[src/rtl/vending_arbiter.sv]
// Round-robin arbiter sharing one vending machine core among N_PORT coin ports.
// Optional saturating sale counter on port sale_cnt when VM_ARB_SALE_CNT_EN is defined.
module vending_arbiter #(
  parameter int N_PORT = 4,
  parameter int CNT_W  = 16
) (
  input  logic                  clk,
  input  logic                  rstn,
  input  logic [N_PORT-1:0]     req,
  input  logic [2*N_PORT-1:0]   coin_in,
  output logic [N_PORT-1:0]     gnt,
  output logic                  busy,
  output logic [1:0]            vm_coin,
  input  logic                  vm_sell,
  input  logic [1:0]            vm_change,
  output logic [N_PORT-1:0]     sell_o,
  output logic [2*N_PORT-1:0]   change_o,
  output logic                  coin_err
`ifdef VM_ARB_SALE_CNT_EN
  ,
  output logic [CNT_W-1:0]      sale_cnt
`endif
);

  localparam int PW = (N_PORT > 1) ? $clog2(N_PORT) : 1;

  typedef enum logic {IDLE, GRANT} state_t;

  state_t              state_q, state_d;
  logic [PW-1:0]       ptr_q, ptr_d;
  logic [PW-1:0]       gidx_q, gidx_d;
  logic [N_PORT-1:0]   gnt_q, gnt_d;
  logic                busy_q, busy_d;
  logic                coin_err_q, coin_err_d;

  logic                win_valid;
  logic [PW-1:0]       win_idx;
  logic [PW:0]         cand;
  logic [PW:0]         nxt;
  logic [1:0]          coin_sel;

  // First requester at or after ptr, searching upward with wrap-around.
  always_comb begin
    win_valid = 1'b0;
    win_idx   = '0;
    cand      = '0;
    for (int k = 0; k < N_PORT; k++) begin
      cand = {1'b0, ptr_q} + (PW+1)'(k);
      if (cand >= (PW+1)'(N_PORT)) cand = cand - (PW+1)'(N_PORT);
      if (!win_valid && req[cand[PW-1:0]]) begin
        win_valid = 1'b1;
        win_idx   = cand[PW-1:0];
      end
    end
    nxt = {1'b0, win_idx} + (PW+1)'(1);
    if (nxt >= (PW+1)'(N_PORT)) nxt = '0;
  end

  assign coin_sel = coin_in[{gidx_q, 1'b0} +: 2];

  always_comb begin
    state_d    = state_q;
    ptr_d      = ptr_q;
    gidx_d     = gidx_q;
    gnt_d      = gnt_q;
    coin_err_d = (state_q == GRANT) && (coin_sel == 2'b11);
    case (state_q)
      IDLE: begin
        if (win_valid) begin
          state_d        = GRANT;
          gidx_d         = win_idx;
          ptr_d          = nxt[PW-1:0];
          gnt_d          = '0;
          gnt_d[win_idx] = 1'b1;
        end
      end
      GRANT: begin
        if (vm_sell) begin
          state_d = IDLE;
          gnt_d   = '0;
        end
      end
      default: begin
        state_d = IDLE;
        gnt_d   = '0;
      end
    endcase
    busy_d = (state_d == GRANT);
  end

  always_ff @(posedge clk or negedge rstn) begin
    if (!rstn) begin
      state_q    <= IDLE;
      ptr_q      <= '0;
      gidx_q     <= '0;
      gnt_q      <= '0;
      busy_q     <= 1'b0;
      coin_err_q <= 1'b0;
    end else begin
      state_q    <= state_d;
      ptr_q      <= ptr_d;
      gidx_q     <= gidx_d;
      gnt_q      <= gnt_d;
      busy_q     <= busy_d;
      coin_err_q <= coin_err_d;
    end
  end

  // A coin coinciding with sell is dropped; the core is closing the sale.
  always_comb begin
    vm_coin  = 2'b00;
    sell_o   = '0;
    change_o = '0;
    if (state_q == GRANT) begin
      if (!vm_sell && coin_sel != 2'b11) vm_coin = coin_sel;
      sell_o[gidx_q]                  = vm_sell;
      change_o[{gidx_q, 1'b0} +: 2]   = vm_change;
    end
  end

  assign gnt      = gnt_q;
  assign busy     = busy_q;
  assign coin_err = coin_err_q;

`ifdef VM_ARB_SALE_CNT_EN
  logic [CNT_W-1:0] sale_cnt_q, sale_cnt_d;

  always_comb begin
    sale_cnt_d = sale_cnt_q;
    if (state_q == GRANT && vm_sell && sale_cnt_q != {CNT_W{1'b1}})
      sale_cnt_d = sale_cnt_q + CNT_W'(1);
  end

  always_ff @(posedge clk or negedge rstn) begin
    if (!rstn) sale_cnt_q <= '0;
    else       sale_cnt_q <= sale_cnt_d;
  end

  assign sale_cnt = sale_cnt_q;
`endif

endmodule

[config.mk]
export PLATFORM = sky130hd
export DESIGN_NAME = vending_arbiter
export DESIGN_NICKNAME = d
export VERILOG_FILES = /design/src/rtl/vending_arbiter.sv
export SDC_FILE = /design/constraint.sdc
export NUM_CORES = 1
export LEC_CHECK = 0
export BUFFER_PORTS_ARGS = -buffer_cell sky130_fd_sc_hd__buf_2
export CAP_MARGIN = 20
export CORE_ASPECT_RATIO = 0.7
export CORE_UTILIZATION = 36
export CTS_CLUSTER_SIZE = 30
export DETAILED_ROUTE_END_ITERATION = 6
export SYNTH_ARGS = -nofsm -noshare
export SYNTH_HDL_FRONTEND = slang
export SYNTH_SLANG_ARGS = --single-unit
[constraint.sdc]
create_clock -name clk -period 3.5 [get_ports clk]
set_input_delay 0.525 -clock clk [delete_from_list [all_inputs] [get_ports clk]]
set_output_delay 0.525 -clock clk [all_outputs]
set_load 0.005 [all_outputs]
# ---- After elaboration in Yosys (flattened, before gate mapping)
# Index checks and enable logic that the tools add are counted.
# Widths: inputs -> output; s select.
dict set report word_totals {
  ff_bits 10
  input_bits 17
  out_inout_bits 20
  word_cells 85
}
dict set report op_classes {
  addsub 9
  magnitude_cmp 13
  n_eq_ne 4
  n_shift 3
  n_mux 35
  n_bitwise 3
  reduce_logical 13
}
# op count
set op_table {}
lappend op_table {{$mux 2} 11}
lappend op_table {{$lt 2x3->1 const B} 6}
lappend op_table {{$ge 3x3->1 const B} 4}
lappend op_table {{$mux 1} 12}
lappend op_table {{$mux 4} 3}
lappend op_table {{$and 8x8->8} 1}
lappend op_table {{$bmux 1 s2} 4}
lappend op_table {{$mux 8} 1}
lappend op_table {{$pmux 4 s2} 1}
lappend op_table {{$shift 2x5->8 const A} 1}
lappend op_table {{$shiftx 2x5->8} 1}
lappend op_table {{$shiftx 8x4->2} 1}
lappend op_table {{$sub 2x1->2 const B} 4}
lappend op_table {{$logic_and 1x1->1} 7}
lappend op_table {{$add 2x1->3 const B} 2}
lappend op_table {{$add 2x2->3 const B} 2}
lappend op_table {{$ne 2x2->1 const B} 3}
lappend op_table {{$neg 3->5} 1}
lappend op_table {{$and 4x4->4} 1}
lappend op_table {{$demux 1 s2} 2}
lappend op_table {{$ge 2x1->1 const B} 2}
lappend op_table {{$logic_not 1->1} 4}
lappend op_table {{$reduce_and 2->1} 2}
lappend op_table {{$ge 2x3->1 const B} 1}
lappend op_table {{other kinds (3)} 3}

# ---- Logic depth before layout (Yosys ltp)
# Gate-level depths: netlist of run 1.
dict set report depth {
  word_depth 20
  ltp_mapped 7
  mapped_depth_nobuf 7
}

# ---- Worst setup path before layout of run 1
# OpenSTA, ideal clock, no wires.
dict set report synth_timing {
  path_type {input -> register}
  from {input req[0]}
  to {register ptr_q[0]}
  setup_ns 0.082
  arrival_time_ns 2.063
  required_time_ns 3.418
  path_slack_ns 1.355
  path_stages 5
  path_buffers 0
  path_cell_list {nor4_4 and2b_2 ha_1 or3_2 o22ai_1}
}
dict set report synth_via {
  elab_chain_len 15
  word_cells_on_any_way 26
  cone_classes {1 x add/sub; 1 x order compare; 17 x mux; 7 x reduce/logical}
}
# item line_no
set synth_rtl {}
lappend synth_rtl {{start: declaration} 9} ;# input logic [N_PORT-1:0] req,
lappend synth_rtl {{$bmux 1 s2} 50} ;# if (!win_valid && req[cand[PW-1:0]]) begin
lappend synth_rtl {{$mux 1 (implied by the code)} 50}
lappend synth_rtl {{$mux 1} 50}
lappend synth_rtl {{$logic_not 1->1} 50}
lappend synth_rtl {{$logic_and 1x1->1} 50}
lappend synth_rtl {{$mux 1} 50}
lappend synth_rtl {{$logic_not 1->1} 50}
lappend synth_rtl {{$logic_and 1x1->1} 50}
lappend synth_rtl {{$mux 1} 50}
lappend synth_rtl {{$logic_not 1->1} 50}
lappend synth_rtl {{$logic_and 1x1->1} 50}
lappend synth_rtl {{$mux 2 *} 50}
lappend synth_rtl {{net win_idx[0]} 37} ;# logic [PW-1:0] win_idx;
lappend synth_rtl {{$add 2x1->3 *} 55} ;# nxt = {1'b0, win_idx} + (PW+1)'(1);
lappend synth_rtl {{$ge 3x3->1} 56} ;# if (nxt >= (PW+1)'(N_PORT)) nxt = '0;
lappend synth_rtl {{$mux 2 *} 56}
lappend synth_rtl {{end signal: assignment} 101} ;# ptr_q <= ptr_d;
lappend synth_rtl {{end: declaration} 30} ;# logic [PW-1:0] ptr_q, ptr_d;
# Mark *: on every way through the listed nets, which the timed path passes. The rest lies on a longest branch. The select of a mux whose other input is x is not followed.
# A chain may end at the register's enable or synchronous reset.

# ---- Final worst setup path of run 1
dict set report layout_timing {
  from {register gidx_q[0]}
  to {output change_o[2]}
}
dict set report layout_via {
  elab_chain_len 4
  word_cells_on_any_way 5
  cone_classes {1 x add/sub; 2 x shift; 1 x mux; 1 x bitwise}
}
# item line_no
set layout_rtl {}
lappend layout_rtl {{start: declaration} 31} ;# logic [PW-1:0] gidx_q, gidx_d;
lappend layout_rtl {{start signal: assignment} 102} ;# gidx_q <= gidx_d;
lappend layout_rtl {{$neg 3->5 *} 117} ;# change_o[{gidx_q, 1'b0} +: 2] = vm_change;
lappend layout_rtl {{$shiftx 2x5->8 / $shift 2x5->8 (equally long branches)} 117}
lappend layout_rtl {{$and 8x8->8 (no line) *} -}
lappend layout_rtl {{$mux 8 *} 114} ;# if (state_q == GRANT) begin
lappend layout_rtl {{end: declaration} 17} ;# output logic [2*N_PORT-1:0] change_o,
# Every way passes the cells marked *; elsewhere a longest branch is shown, timed or not.

==> results of run 1 <==
-- final timing paths --
path,from,endpoint,slack (ps),cells after the start
worst min-delay path,rstn,ptr_q[0],110,1
worst max register to register,ptr_q[0],ptr_q[0],1520,7
worst min register to register,gnt[1],gnt[1],520,2
max in group asynchronous,rstn,gnt[3],3200,1
min in group clk,vm_sell,busy,510,2
worst max-delay path,gidx_q[0],change_o[2],1220,6
-- layer usage --
metal  up-vias  global-route usage  wire length [µm]
li1        381                   -                 -
met1       336               0.217               840
met2        34               0.248               844
met3         2              0.0592               163
met4         0              0.0286                 9
met5         -                   0                 0
-- power by group --
group	total, mW	switching [mW]	internal, mW
Clock	0.0788	0.0390	0.0397
Combinational	0.333	0.166	0.166
Sequential	0.213	0.0566	0.156
-- registers in the layout, indices dropped and copies added (netlist names) --
name	cells
busy	1
gidx_q	2
gnt	4
ptr_q	2
coin_err	1
-- per-stage QoR --
| stage | hold slack, ps | utilization | cells | cell area, µm² |
|---|---|---|---|---|
| 2_1_floorplan | 229 | - | 87 | 821 |
| 3_3_place_gp | 397 | 0.481 | 154 | 1040 |
| 3_5_place_dp | 402 | 0.481 | 154 | 1040 |
| 4_1_cts | 117 | 0.492 | 157 | 1060 |
| 5_1_grt | 124 | 0.492 | 157 | 1060 |
| 6_report | 108 | 0.492 | 157 | 1060 |
-- kinds of logic after synthesis --
family / share of synthesized area
compound gates: 0.0900
mux: 0.143
simple gates: 0.282
flops: 0.305
buf+inv: 0.0274
fa+ha+maj: 0.152
-- area by class of cell --
cell class	instances	area (µm²)
clock buffers	3	22.5
fillers	207	1090
inverters	5	18.8
multi-input cells	71	548
flip-flops and latches	10	250
well taps	32	40.0
repair buffers	36	180
-- worst reg2reg max path: stages, from the launching register on --
cell and delay (ps):
dfrtp_1 420, or2b_1 230, a21oi_1 120, a221oi_1 110, and2b_2 260, ha_1 190, or3_2 460, o22ai_1 130
-- placed cells by master, fill, tap and decap left out, drive strengths merged, types with 3 or more instances in the layout --
cell,Yosys,layout
inv,5,5
o21ai,4,4
buf,0,36
nand2,9,9
and3,5,5
dfrtp,10,10
a21oi,4,4
clkbuf,1,3
nor2,12,12
mux2i,5,5
ha,10,10
nand2b,4,4
==> summary.txt, run 1 <==
Layout
  – NumNets Final: between 150 and 200
  – Inserted Diodes: 0
  – Share of layout cells above drive strength 1: 0.368
  – Synth-to-Final Area Change: 29.1%

Clock network
  – Post-CTS resize count: 0
  – Clk buf depth: 2
  – Clock Pin Slew Worst Setup and Hold Paths: ~60 ps
  – Setup Fix Bufs, Post-CTS: 0
  – Clock tree from TritonCTS: done
  – Root buffer cell: clkbuf_4
  – H-tree depth: 1
  – TritonCTS Buffers: 3
  – Clock sink total: 10
  – Worst skew pair latency: approximately 270 ps
  – Hold-fix buffers, CTS: 0

Drt
  – Total Routed Length: 1860 µm
  – Vias: ~750
  – Pre-Repair DR Iteration Count: 5
  – Drt wl/cell: around 12 µm
  – Antenna-violating nets left: 0
  – Initial DRC Count: 23
  – Vias/cell: around 4.8
  – # DRC: 0

Yosys
  – Syn Area/Cell: between 9 and 10 µm²
  – Library cells used by synthesis: 26
  – Top cell type's share of synthesized area: 0.305
  – Top post-synthesis cells by area: dfrtp_1, ha_1, mux2i_1
  – Post-Syn Instances: between 80 and 90
  – Top-count cell post-synth: nor2_1
  – Async set-or-reset flop fraction in the synthesized netlist: 1.00
  – Sequential area share after synthesis: 0.305
  – Synth Register Bits: 10
  – Number of synthesized flops with an enable pin: 0
  – Syn_nets: roughly 110
  – Leading area contributor after synthesis: dfrtp_1
  – Top post-synthesis cells by count: nor2_1, dfrtp_1, ha_1
  – Synthesized area: between 800 and 900 µm²
  – Post-synth top flop: dfrtp_1
  – Synth warn: 0

Timing
  – Slew @ Worst Pin: between 600 and 700 ps
  – Fin. max-slew vios: 0
  – Max Fclk: 439 MHz
  – Worst setup margin: 1220 ps
  – Crit share post-route: 0.651
  – RSZ-0062 raised after global routing: no
  – Setup violations, final: 0
  – Setup_tns: 0 ps
  – Rel. slew slack: 0.549
  – Worst Clk Skew: ~4.2 ps
  – Hold Vio Cnt, Final: 0
  – Period minus WS final: 2280 ps

Global routing
  – Vias in the first global route: between 600 and 700
  – First-pass GRT wire length: between 2000 and 3000 µm
  – Tot GR Track Use: 0.161
  – Largest net degree at the start of global routing: 18
  – GRT overflow: 0
  – Initial antenna violation count: 0

Worst setup path
  – Crit Path Class: register to output port
  – Worst EP arrival: 1750 ps
  – CP max FO: 8
  – CP max stage delay: approximately 520 ps
  – Crit-path slowest cell: dfrtp_1
  – Buf/Inv on CP: 2
  – Crit start category: register
  – Cell family with most CP delay: flip-flops
  – Setup crit end kind: output port
  – Crit path required time: just under 3000 ps
  – Cell Chain, Critical Path: inv_1 > ha_1 > and3b_1 > nand2_1 > nor2_1 > buf_2

Floorplan
  – Core Region: between 2000 and 2500 µm²
  – Die Footprint: 2480 µm²
  – Row count: 14
  – Die width: between 50 and 60 µm
  – Initial Util: 0.381
  – Die H: 42.0 µm
  – IO Pins: 37

Placement
  – GPL Wtd Cong: 0.682
  – Dpl hpwl: ~1500 µm
  – Port bufs: 36
  – Post-place setup slack: roughly 1000 ps

Outcome
  – Status: finished, final reports clean

Worst hold path
  – Hold crit path type: input pin to async pin

Job
  – Max cap viols: 0

Power
  – Tot Pwr: 0.624 mW
  – Pwr/cell area: 589 nW/µm²
  – Leakage: 0.565 nW
  – Worst vdd ir: 0.256 mV
Note: power is estimated with default switching activity, not from simulation.
==> run 2: changes to the inputs <==
==> constraint.sdc (replaced) <==
create_clock -name clk -period 2.3 [get_ports clk]
set_input_delay 0.345 -clock clk [delete_from_list [all_inputs] [get_ports clk]]
set_output_delay 0.345 -clock clk [all_outputs]
set_load 0.005 [all_outputs]
==> run 2 against run 1 <==
  * Clock-buffer cell count stayed put
  * Combinational power is 54% higher
  * Cell area is 2.5% higher
  * Clock power is 46% higher
  * Power is 52% higher
  * Worst setup slack worse by 920 ps
  * Sequential power is 51% higher
==> summary.txt, run 2 (synthesis results as in run 1) <==
Power
  – Switching part of the total: 0.413 (was 0.420)
  – Gate power share: 0.541 (was 0.533)
  – Worst vdd ir: 0.563 mV (was 0.256 mV)
  – Sw power: 0.392 mW (was 0.262 mW)
  – Sequential Power Share: 0.338 (was 0.340)
  – Internal power: 0.558 mW (was 0.362 mW)
  – Tot Pwr: 0.951 mW (was 0.624 mW)
  – Pwr/cell area: 875 nW/µm² (was 589 nW/µm²)
  – Clock Power Share: 0.121 (was 0.126)
  – Leakage: 0.578 nW (was 0.565 nW)

Layout
  – Leading cell types in the layout, fill and taps excluded: buf_2, nor2_1, ha_1, nand2_1, dfrtp_1 (was buf_2, nor2_1, ha_1, dfrtp_1, nand2_1)
  – NumNets Final: 157 (was 154)
  – Number of fill cells: 206 (was 207)
  – Inserted Diodes: 0 (unchanged)
  – Commonest non-fill, non-tap cell in the layout: buf_2 (unchanged)
  – Synth-to-Final Area Change: 32.3% (was 29.1%)
  – Register Area: 251 µm² (was 250 µm²)
  – Share of layout cells above drive strength 1: 0.383 (was 0.368)
  – Max reg flops: 4 (unchanged)
  – Area of the multi-input gates: 548 µm² (unchanged)
  – Layout Cells excl Fill: 160 (was 157)

Global routing
  – Initial antenna violation count: 0 (unchanged)
  – Largest net degree at the start of global routing: 12 (was 18)
  – First-pass GRT wire length: 2950 µm (was 2970 µm)
  – Vias in the first global route: 676 (was 670)
  – GRT overflow: 0 (unchanged)
  – Tot GR Track Use: 0.159 (was 0.161)

Worst setup path
  – CP max FO: 8 (unchanged)
  – Crit path required time: 1960 ps (was 2970 ps)
  – Reg2reg setup slack: 310 ps (was 1520 ps)
  – Reg-to-reg endpoint: ptr_q[0] (unchanged)
  – Crit Path Class: register to output port (unchanged)
  – Crit-path slowest cell: dfrtp_2 (was dfrtp_1)
  – Worst EP arrival: 1650 ps (was 1750 ps)
  – Setup crit end kind: output port (unchanged)
  – CP Launch Point: gidx_q[0] (unchanged)
  – Worst setup path endpoint: change_o[4] (was change_o[2])
  – Cell Chain, Critical Path: inv_1 > ha_1 > and3b_1 > nand2_1 > nor2_1 > buf_2 (unchanged)
  – Crit start category: register (unchanged)
  – Reg-to-Reg Start: ptr_q[0] (unchanged)
  – Stages on the worst setup path: 6 (unchanged)
  – Cell family with most CP delay: flip-flops (unchanged)
  – CP max stage delay: 460 ps (was 520 ps)
  – Buf/Inv on CP: 2 (unchanged)
  – Cells on worst reg2reg path: 7 (unchanged)

Placement
  – Port bufs: 36 (unchanged)
  – Post-Place Cells: 156 (was 154)
  – GPL Wtd Cong: 0.779 (was 0.682)
  – Dpl hpwl: 1510 µm (was 1480 µm)

Timing
  – Fin. max-slew vios: 0 (unchanged)
  – RSZ-0062 raised after global routing: no (unchanged)
  – Setup violations, final: 0 (unchanged)
  – Worst hold slack: 346 ps (was 108 ps)
  – Rel. slew slack: 0.640 (was 0.549)
  – Setup_tns: 0 ps (unchanged)
  – Period minus WS final: between 1500 and 2000 ps
  – Hold Vio Cnt, Final: 0 (unchanged)
  – Crit share post-route: 0.867
  – Slew @ Worst Pin: 541 ps (was 672 ps)
  – Worst Clk Skew: 6.30 ps (was 4.18 ps)
  – Max Fclk: between 500 and 600 MHz

Floorplan
  – IO Pins: 37 (unchanged)
  – Initial Util: 0.381 (unchanged)
  – Row count: 14 (unchanged)
  – Die width: 59.1 µm (unchanged)
  – Die Footprint: 2480 µm² (unchanged)
  – Core Region: 2150 µm² (unchanged)
  – Die H: 42.0 µm (unchanged)

Drt
  – Vias/cell: 4.83 (was 4.80)
  – Routed length on met3: 118 µm (was 163 µm)
  – Initial DRC Count: 31 (was 23)
  – Met2 wire length: 770 µm (was 844 µm)
  – Total Routed Length: 1820 µm (was 1860 µm)
  – Uppermost layer routed: met3 (was met4)
  – # DRC: 0 (unchanged)
  – Drt wl/cell: 11.4 µm (was 11.8 µm)
  – Antenna-violating nets left: 0 (unchanged)
  – Vias: 772 (was 753)
  – Pre-Repair DR Iteration Count: 3 (was 5)
  – M1 wire length: 929 µm (was 840 µm)

Clock network
  – TritonCTS Buffers: 3 (unchanged)
  – Clk buf depth: 2 (unchanged)
  – Root buffer cell: clkbuf_4 (unchanged)
  – Clock tree from TritonCTS: done (unchanged)
  – Clock sink total: 10 (unchanged)
  – Worst skew pair latency: 260 ps (was 270 ps)
  – H-tree depth: 1 (unchanged)
  – Clock Pin Slew Worst Setup and Hold Paths: 60 ps (about the same)

Outcome
  – Status: finished, final reports clean (unchanged)

Worst hold path
  – Hold crit path type: input pin to register (was input pin to async pin)

Job
  – Max cap viols: 0 (unchanged)
[run 2: cell count changes in the layout (fill, tap and decap cells not counted)]
cell           delta
buf_4             +2
dfrtp_2           +1
dlygate4sd3_1     +1
dfrtp_1           -1
[run 2: metal layers]
layer | vias to the layer above | GRT usage
li1 | 387 | -
met2 | 22 | 0.230
met3 | 0 | 0.0685
met1 | 363 | 0.227
met5 | - | 0
met4 | 0 | 0.0143
[run 2: layout make-up]
cell class,count,share of cell area
tap,32,0.0369
sequential,10,0.232
inverter,5,0.0173
multi-input combinational,71,0.505
timing repair buffer,39,0.189
clock buffer,3,0.0207
[run 2: how the worst min path moves through the flow]
stage / from / end / slack, ps / cells past startpoint
finish: vm_sell / busy / 350 / 2
global route: vm_sell / busy / 340 / 2
CTS: vm_sell / busy / 340 / 2
detailed placement: rstn / gnt[2] / 220 / 1
global placement: rstn / gnt[2] / 220 / 1
floorplan: rstn / busy / 50 / 0
[run 2: repair_timing]
item,4_1_cts,5_1_grt
gates resized for setup,0,1
buffers inserted,0,0
endpoints found under the hold margin,10,0
setup endpoints to repair,0,1
hold buffers,1,0
[run 2: power groups by stage]
| stage | sequential, mW | combinational, mW | clock (mW) |
|---|---|---|---|
| after CTS | 0.320 | 0.521 | 0.120 |
| final | 0.322 | 0.514 | 0.115 |
| after detailed placement | 0.325 | 0.516 | 0 |
| after floorplan | 0.305 | 0.355 | 0 |
| after global placement | 0.322 | 0.504 | 0 |
| after global routing | 0.336 | 0.587 | 0.135 |
[run 2: metrics by stage]
stage	util	setup WS [ps]	instance area, µm²
floorplan	-	335	821
CTS	0.503	181	1080
finish	0.504	305	1090
global route	0.504	122	1090
detailed placement	0.488	250	1050
global placement	0.488	347	1050
